File: src/rtl/mac_operand_feeder.sv
// rtl/mac_operand_feeder.sv - operand-pair buffer and sequencer feeding the 8x8 MAC
//
// Buffers up to DEPTH (a,b) byte pairs while IDLE. On start, it streams them to
// the MAC one per cycle with mac_en high. It then holds mac_en high for
// DRAIN_CYCLES cycles with zero operands, drops mac_en and pulses done.
// DRAIN_CYCLES must be at least 1.
//
// Optional feature macro: MAC_FEEDER_REPLAY_EN
//   defined     : buffer and count survive DONE, so a later start replays the pairs
//   not defined : buffer is consumed (count and wr_ptr cleared in the DONE cycle)
//
// Ports:
//   clk, reset_n      clock, synchronous active-low reset
//   clear             empty the buffer (IDLE only, wins over start)
//   in_valid/in_a/in_b/in_ready   pair load handshake
//   start             begin streaming the buffered pairs
//   busy, done        RUN/DRAIN indicator, one-cycle completion pulse
//   count             pairs currently buffered
//   mac_en/mac_a/mac_b   registered operand stream to the MAC
module mac_operand_feeder #(
   parameter  int DEPTH        = 8,
   parameter  int DRAIN_CYCLES = 2,
   localparam int CW           = $clog2(DEPTH + 1)
) (
   input  logic          clk,
   input  logic          reset_n,
   input  logic          clear,
   input  logic          in_valid,
   input  logic [7:0]    in_a,
   input  logic [7:0]    in_b,
   output logic          in_ready,
   input  logic          start,
   output logic          busy,
   output logic          done,
   output logic [CW-1:0] count,
   output logic          mac_en,
   output logic [7:0]    mac_a,
   output logic [7:0]    mac_b
);

   localparam int PW = $clog2(DEPTH);
   localparam int DW = $clog2(DRAIN_CYCLES + 1);

   typedef enum logic [1:0] {IDLE, RUN, DRAIN, DONE} state_t;

   state_t        state_q, state_d;
   logic [CW-1:0] count_q, count_d;
   logic [PW-1:0] wr_ptr_q, wr_ptr_d;
   logic [PW-1:0] rd_ptr_q, rd_ptr_d;
   logic [CW-1:0] pairs_left_q, pairs_left_d;
   logic [DW-1:0] drain_left_q, drain_left_d;
   logic [7:0]    buf_a_q [DEPTH];
   logic [7:0]    buf_a_d [DEPTH];
   logic [7:0]    buf_b_q [DEPTH];
   logic [7:0]    buf_b_d [DEPTH];
   logic          mac_en_q, mac_en_d;
   logic [7:0]    mac_a_q, mac_a_d;
   logic [7:0]    mac_b_q, mac_b_d;
   logic          busy_q, busy_d;
   logic          done_q, done_d;
   logic [PW-1:0] rd_sel;
   logic          load;

   assign in_ready = (state_q == IDLE) && (count_q < CW'(DEPTH)) && !start && !clear;
   assign load     = in_valid && in_ready;

   // State register
   always_ff @(posedge clk) begin
      if (!reset_n) begin
         state_q      <= IDLE;
         count_q      <= '0;
         wr_ptr_q     <= '0;
         rd_ptr_q     <= '0;
         pairs_left_q <= '0;
         drain_left_q <= '0;
         mac_en_q     <= 1'b0;
         mac_a_q      <= '0;
         mac_b_q      <= '0;
         busy_q       <= 1'b0;
         done_q       <= 1'b0;
      end else begin
         state_q      <= state_d;
         count_q      <= count_d;
         wr_ptr_q     <= wr_ptr_d;
         rd_ptr_q     <= rd_ptr_d;
         pairs_left_q <= pairs_left_d;
         drain_left_q <= drain_left_d;
         mac_en_q     <= mac_en_d;
         mac_a_q      <= mac_a_d;
         mac_b_q      <= mac_b_d;
         busy_q       <= busy_d;
         done_q       <= done_d;
      end
   end

   // Pair storage carries no reset; count decides which entries are meaningful.
   always_ff @(posedge clk) begin
      buf_a_q <= buf_a_d;
      buf_b_q <= buf_b_d;
   end

   // Next-state logic
   always_comb begin
      state_d      = state_q;
      count_d      = count_q;
      wr_ptr_d     = wr_ptr_q;
      rd_ptr_d     = rd_ptr_q;
      pairs_left_d = pairs_left_q;
      drain_left_d = drain_left_q;
      buf_a_d      = buf_a_q;
      buf_b_d      = buf_b_q;
      case (state_q)
         IDLE: begin
            if (clear) begin
               count_d  = '0;
               wr_ptr_d = '0;
            end else if (start && (count_q != '0)) begin
               // Pair 0 is presented on the transition edge, so rd_ptr already
               // points at pair 1 and pairs_left counts the pairs after it.
               state_d      = RUN;
               rd_ptr_d     = PW'(1);
               pairs_left_d = count_q - 1'b1;
            end else if (load) begin
               buf_a_d[wr_ptr_q] = in_a;
               buf_b_d[wr_ptr_q] = in_b;
               wr_ptr_d          = wr_ptr_q + 1'b1;
               count_d           = count_q + 1'b1;
            end
         end
         RUN: begin
            if (pairs_left_q == '0) begin
               state_d      = DRAIN;
               drain_left_d = DW'(DRAIN_CYCLES - 1);
            end else begin
               rd_ptr_d     = rd_ptr_q + 1'b1;
               pairs_left_d = pairs_left_q - 1'b1;
            end
         end
         DRAIN: begin
            if (drain_left_q == '0) begin
               state_d = DONE;
`ifndef MAC_FEEDER_REPLAY_EN
               count_d  = '0;
               wr_ptr_d = '0;
`endif
            end else begin
               drain_left_d = drain_left_q - 1'b1;
            end
         end
         default: begin
            state_d = IDLE;
         end
      endcase
   end

   // Output logic: registered outputs follow the state being entered.
   assign rd_sel = (state_q == IDLE) ? '0 : rd_ptr_q;

   always_comb begin
      mac_en_d = 1'b0;
      mac_a_d  = '0;
      mac_b_d  = '0;
      busy_d   = 1'b0;
      done_d   = 1'b0;
      case (state_d)
         RUN: begin
            mac_en_d = 1'b1;
            busy_d   = 1'b1;
            mac_a_d  = buf_a_q[rd_sel];
            mac_b_d  = buf_b_q[rd_sel];
         end
         DRAIN: begin
            mac_en_d = 1'b1;
            busy_d   = 1'b1;
         end
         DONE: begin
            done_d = 1'b1;
         end
         default: begin
            mac_en_d = 1'b0;
         end
      endcase
   end

   assign count  = count_q;
   assign mac_en = mac_en_q;
   assign mac_a  = mac_a_q;
   assign mac_b  = mac_b_q;
   assign busy   = busy_q;
   assign done   = done_q;

endmodule

File: config.mk
export PLATFORM = sky130hd
export DESIGN_NAME = mac_operand_feeder
export DESIGN_NICKNAME = d
export VERILOG_FILES = /design/src/rtl/mac_operand_feeder.sv
export SDC_FILE = /design/constraint.sdc
export NUM_CORES = 1
export LEC_CHECK = 0
export CORE_ASPECT_RATIO = 1.25
export CORE_MARGIN = 5
export CORE_UTILIZATION = 50
export DETAILED_ROUTE_END_ITERATION = 12
export PLACE_DENSITY = 0.69
export SLEW_MARGIN = 20
export SYNTH_ARGS = -nofsm -noshare
export SYNTH_HDL_FRONTEND = slang
export SYNTH_SLANG_ARGS = --single-unit
File: constraint.sdc
create_clock -name clk -period 8.4 [get_ports clk]
set_input_delay 2.52 -clock clk [delete_from_list [all_inputs] [get_ports clk]]
set_output_delay 2.52 -clock clk [all_outputs]
set_load 0.005 [all_outputs]
==> impl_metrics.env, run 1 <==
export IMPL_post_route_min_period_ps=6430
export IMPL_synth_top_family_by_area="compound AO/OA/AOI/OAI gates"
export IMPL_place_inst=617
export IMPL_synth_async_reset_ratio_pct=0
export IMPL_drt_iter0_drc=336
export IMPL_setup_ws_ps=1970
export IMPL_antenna_found_initial=0
export IMPL_dp_slack_ps=1990
export IMPL_start_util_pct=51.0
export IMPL_synth_common_cells="edfxtp_1 (128), mux2i_1 (49), dfxtp_1 (36)"
export IMPL_p_per_area_nw_per_um2=219
export IMPL_run_status="finished, final reports clean"
export IMPL_ys_types=46
export IMPL_yosys_area_top_type="edfxtp_1"
export IMPL_fin_skew_ps=6.81
export IMPL_grt_max_degree=65
export IMPL_worstSetupPathType="in -> out"
export IMPL_setup_violations=0
export IMPL_clock_fmax_mhz=155
export IMPL_cp_cell_sequence="clkdlybuf4s50_1 > nor3_1 > and2_1 > clkdlybuf4s50_1"
export IMPL_synth_compound_area_share_pct=10.8
export IMPL_cts_root_buffer="clkbuf_16"
export IMPL_num_vias=3755
export IMPL_nNetsFinal=495
export IMPL_track_usage_pct=17.5
export IMPL_met3_usage_pct=4.04
export IMPL_hold_viol_final=0
export IMPL_syn_cell_area_um2=6490
export IMPL_worst_endpoint_arrival_ps=3910
export IMPL_yosysMostFrequentCell="edfxtp_1"
export IMPL_synth_seq_cells=164
export IMPL_detail_route_wl_per_cell_um=19.7
export IMPL_globalRouteMet1Util_pct=20.6
export IMPL_slew_headroom_pct=39.5
export IMPL_drt_vias_per_instance=5.79
export IMPL_crit_top_cell="clkdlybuf4s50_1"
export IMPL_hold_buffers=0
export IMPL_ant_nets=0
export IMPL_synthFlopType="edfxtp_1"
export IMPL_holdWs_ps=468
export IMPL_cts_tree="yes"
export IMPL_core_um2=12700
export IMPL_grt_pass1_wl_um=20500
export IMPL_grt_busiest_layer="met2"
export IMPL_clockBufferDepth=2
export IMPL_portBuffers=44
export IMPL_drive_above_1_share_pct=11.6
export IMPL_crit_fanout=6
export IMPL_ir_drop_mv=0.120
export IMPL_required_ps=5880
export IMPL_utilization_pct=60.3
export IMPL_clk_pin_slew_worst_paths_ps=60
export IMPL_syn_inst=420
export IMPL_syn_area_per_cell_um2=15.4
export IMPL_clock_latency_ps=410
export IMPL_dieArea_um2=15400
export IMPL_tns_ps=0
export IMPL_start_kind="input pin"
export IMPL_worst_pin_slew_ps=908
export IMPL_drc=0
export IMPL_dp_hpwl_um=7450
export IMPL_synthToLayoutAreaGrowth_pct=18.2
export IMPL_synth_edff_count=128
export IMPL_yosysWarnings=0
export IMPL_die_h_um=137
export IMPL_die_w_um=112
export IMPL_endpoint_kind="primary output"
export IMPL_seq_area_frac_synth_pct=70.3
export IMPL_dr_pass1_iters=5
export IMPL_antennaDiodeCount=0
export IMPL_htreeDepth=4
export IMPL_critPathMaxStageDelay_ps=530
export IMPL_crit_path_top_delay_cell="clkdlybuf4s50_1"
export IMPL_synthTopCellsByArea="edfxtp_1 (59%), dfxtp_1 (11%), mux2i_1 (7.6%)"
export IMPL_synth_xor_area_share_pct=0.135
export IMPL_num_io_pins=45
export IMPL_grtUsageMet2_pct=31.4
export IMPL_std_cell_rows=46
export IMPL_period_share_pct=76.6
export IMPL_final_cells=649
export IMPL_synth_nets=447
export IMPL_synth_top_area_share_pct=59.2
export IMPL_hold_class="reg -> reg"
export IMPL_rsz0062_at_grt="no"
export IMPL_grt_ovfl_total=0
export IMPL_drv_cap=0
export IMPL_synth_adder_area_share_pct=1.16
export IMPL_wl_um=12800
export IMPL_cts_buffers=17
export IMPL_post_cts_setup_buffer_count=0
export IMPL_slew_violations=0
export IMPL_synth_simple_area_share_pct=7.13
export IMPL_p_leak_uw=0.00285
export IMPL_grt_pass1_vias=3908
export IMPL_gp_congestion=0.826
export IMPL_cts_sinks=164
export IMPL_synthMuxAreaShare_pct=7.56
export IMPL_cts_repair_resize_count=0
==> cells by family (layout without fill, tap and decap cells) <==
logic type,Yosys count,in the layout
buf+inv,36,97
flops,164,164
compound gates,81,81
simple gates,83,83
mux,49,49
fa+ha+maj,6,6
xor+xnor,1,1
==> final timing paths <==
kind | slack (ps) | start | cells past startpoint | end
max | 1970 | clear | 4 | in_ready
max reg2reg | 6040 | state_q[1] | 5 | buf_b_q[24]
min reg2reg | 470 | rd_ptr_q[1] | 2 | rd_ptr_q[1]
min | 470 | rd_ptr_q[1] | 2 | rd_ptr_q[1]
==> through the flow <==
| stage | total power (uW) | area [um^2] |
|---|---|---|
| after floorplan | 934 | 6490 |
| after global placement | 959 | 7110 |
| after detailed placement | 962 | 7110 |
| after CTS | 1690 | 7670 |
| after global routing | 1730 | 7670 |
| final | 1680 | 7670 |
==> power breakdown <==
group	internal, uW	switching, uW	leakage [uW]
Clock	444	289	0.000265
Combinational	26.5	33.3	0.00114
Sequential	880	5.23	0.00144
==> layout by cell type (no fill, tap or decap), drive strengths merged, types with 3 or more instances in the layout <==
master         synthesis  routed
a211oi                 3       3
o2bb2ai                4       4
dfxtp                 36      36
nor2b                  3       3
buf                   21      12
nor3                   8       8
inv                    9       9
nand2                 12      12
nand2b                 5       5
clkdlybuf4s50          0      44
clkinvlp               0       3
nand3                 23      23
o21ai                 10      10
clkinv                 0       4
or3                    3       3
o211a                 16      16
mux2i                 49      49
a21oi                  6       6
and2                   4       4
clkbuf                 6      23
edfxtp               128     128
o221ai                32      32
nor2                  17      17
ha                     6       6
==> area by class of cell <==
| class | instances | area [um^2] |
|---|---|---|
| inverters | 9 | 33.8 |
| repair buffers | 56 | 531 |
| clock buffers | 23 | 458 |
| multi-input cells | 220 | 1770 |
| flip-flops and latches | 164 | 4560 |
| fillers | 948 | 5050 |
| clock inverters | 9 | 105 |
| well taps | 168 | 210 |
==> critical path: cells and delay by family <==
family	cells	cell delay [ps]
buffers and inverters	2	1030
AND/OR/NAND/NOR	2	360
==> state kept, by name (all words and copies together), names as in the netlist <==
name and cells:
count 4, mac_a 8, rd_ptr_q 3, state_q 2, pairs_left_q 4, wr_ptr_q 3
busy 1, buf_b_q 64, mac_b 8, drain_left_q 2, done 1, buf_a_q 64
==> routing by layer <==
metal,vias to the layer above,wire length [um],share of wire (%)
met4,0,156,1.2
met2,104,6770,53
li1,1750,-,-
met3,13,742,5.8
met1,1888,5140,40
met5,-,0,0
No activity file was read; power rests on OpenSTA's default activity.
==> run 2: changes to the inputs <==
Clock period 8.4 ns to 6.3 ns, I/O delays scaled along.
==> run 2 against run 1 <==
Via count decreased by 1.3%; sequential share of layout area decreased by 0.27 points; utilization is 0.28 points higher; largest cell class unchanged; count of clock-buffer cells in the layout down 3; hold slack improved by 1.4 ps; worst setup slack got worse by 850 ps; final cell count stayed put.
==> impl_metrics.env, run 2 (synthesis gave the netlist of run 1 again) <==
export IMPL_place_inst=617
export IMPL_htreeDepth=4
export IMPL_hold_viol_final=0
export IMPL_post_cts_setup_buffer_count=0
export IMPL_drt_iter0_drc=280
export IMPL_p_leak_uw=0.00288
export IMPL_synthToLayoutAreaGrowth_pct=18.7
export IMPL_nNetsFinal=495
export IMPL_r2r_end="buf_a_q[31]"
export IMPL_cp_cell_sequence="clkdlybuf4s50_1 > nor3_1 > and2_1 > clkdlybuf4s50_1"
export IMPL_drv_cap=0
export IMPL_setup_violations=0
export IMPL_antennaDiodeCount=0
export IMPL_gp_congestion=0.819
export IMPL_drt_vias_per_instance=5.71
export IMPL_worst_r2r_cell_count=5
export IMPL_track_usage_pct=18.1
export IMPL_num_io_pins=45
export IMPL_crit_fanout=6
export IMPL_portBuffers=44
export IMPL_min_delay_start="rd_ptr_q[1]"
export IMPL_setup_ws_ps=1120
export IMPL_worst_pin_slew_ps=972
export IMPL_grt_ovfl_total=0
export IMPL_slew_headroom_pct=35.2
export IMPL_required_ps=4410
export IMPL_r2r_start="state_q[1]"
export IMPL_cts_tree="yes"
export IMPL_final_cells=649
export IMPL_ant_nets=0
export IMPL_cts_root_buffer="clkbuf_16"
export IMPL_std_cell_rows=46
export IMPL_clock_fmax_mhz=193
export IMPL_grt_pass1_wl_um=21300
export IMPL_crit_top_cell="clkdlybuf4s50_1"
export IMPL_period_share_pct=82.2
export IMPL_wl_um=12900
export IMPL_r2r_slack_ps=3950
export IMPL_run_status="finished, final reports clean"
export IMPL_detail_route_wl_per_cell_um=20.0
export IMPL_fin_skew_ps=10.3
export IMPL_dp_hpwl_um=7470
export IMPL_cts_buffers=17
export IMPL_dr_pass1_iters=5
export IMPL_holdWs_ps=470
export IMPL_rsz0062_at_grt="no"
export IMPL_tns_ps=0
export IMPL_num_vias=3705
export IMPL_p_per_area_nw_per_um2=299
export IMPL_worst_endpoint_arrival_ps=3290
export IMPL_clockBufferDepth=2
export IMPL_drive_above_1_share_pct=12.1
export IMPL_cts_repair_resize_count=0
export IMPL_grt_pass1_vias=4017
export IMPL_hold_path_depth=2
export IMPL_grt_max_degree=65
export IMPL_post_route_min_period_ps=5180
export IMPL_min_to="rd_ptr_q[1]"
export IMPL_endpoint_kind="primary output"
export IMPL_slew_violations=0
export IMPL_antenna_found_initial=0
export IMPL_final_cell_mix="edfxtp_1 (128), mux2i_1 (49), clkdlybuf4s50_1 (44), dfxtp_1 (36), o221ai_1 (32)"
export IMPL_layout_commonest_cell="edfxtp_1"
export IMPL_hold_buffers=0
export IMPL_clk_pin_slew_worst_paths_ps=60
export IMPL_dp_slack_ps=1110
export IMPL_hold_class="reg -> reg"
export IMPL_top_regs="buf_a_q: 64 flops, buf_b_q: 64 flops"
export IMPL_die_w_um=112
export IMPL_cts_sinks=164
export IMPL_crit_path_top_delay_cell="clkdlybuf4s50_1"
export IMPL_core_um2=12700
export IMPL_start_util_pct=51.0
export IMPL_worstSetupPathType="in -> out"
export IMPL_start_kind="input pin"
export IMPL_die_h_um=137
export IMPL_critPathMaxStageDelay_ps=530
export IMPL_utilization_pct=60.6
export IMPL_clock_latency_ps=410
export IMPL_drc=0
export IMPL_ir_drop_mv=0.172
export IMPL_dieArea_um2=15400
==> run 2: area by class of cell <==
cell class | instances | area, um^2
fill | 943 | 5010
tap | 168 | 210
inverter | 9 | 33.8
clock buffer | 20 | 437
clock inverter | 12 | 161
sequential | 164 | 4560
timing repair buffer | 56 | 531
multi-input combinational | 220 | 1770
==> run 2: worst max-delay path: cells and delay by family <==
family,cells,cell delay (ps)
buf+inv,2,1030
simple gates,2,370
==> run 2: how the worst max path moves through the flow <==
| stage | start | cells past startpoint | slack [ps] | end |
|---|---|---|---|---|
| 3_5_place_dp | clear | 4 | 1110 | in_ready |
| 5_1_grt | clear | 4 | 1020 | in_ready |
| 4_1_cts | clear | 4 | 1110 | in_ready |
| 3_3_place_gp | clear | 4 | 1150 | in_ready |
| 6_report | clear | 4 | 1120 | in_ready |
| 2_1_floorplan | start | 2 | 2200 | in_ready |
==> run 2: power by group <==
| part | switching, uW | leakage [uW] | internal [uW] | total [uW] |
|---|---|---|---|---|
| logic | 44.6 | 0.00114 | 35.4 | 79.9 |
| registers | 7.16 | 0.00144 | 1170 | 1180 |
| clock network | 386 | 0.000295 | 657 | 1040 |
==> run 2: through the flow <==
step	cell area, um^2	power [uW]
final	7700	2300
after global routing	7700	2380
after global placement	7110	1280
after detailed placement	7110	1280
after floorplan	6490	1250
after CTS	7700	2320
==> run 2: per-layer routing <==
layer  track usage, %  vias up  wire length (um)
li1                 -     1757                 -
met1             21.7     1850              5390
met2             31.5       87              6750
met3             4.66       11               607
met4             7.23        0               200
met5                0        -                 0
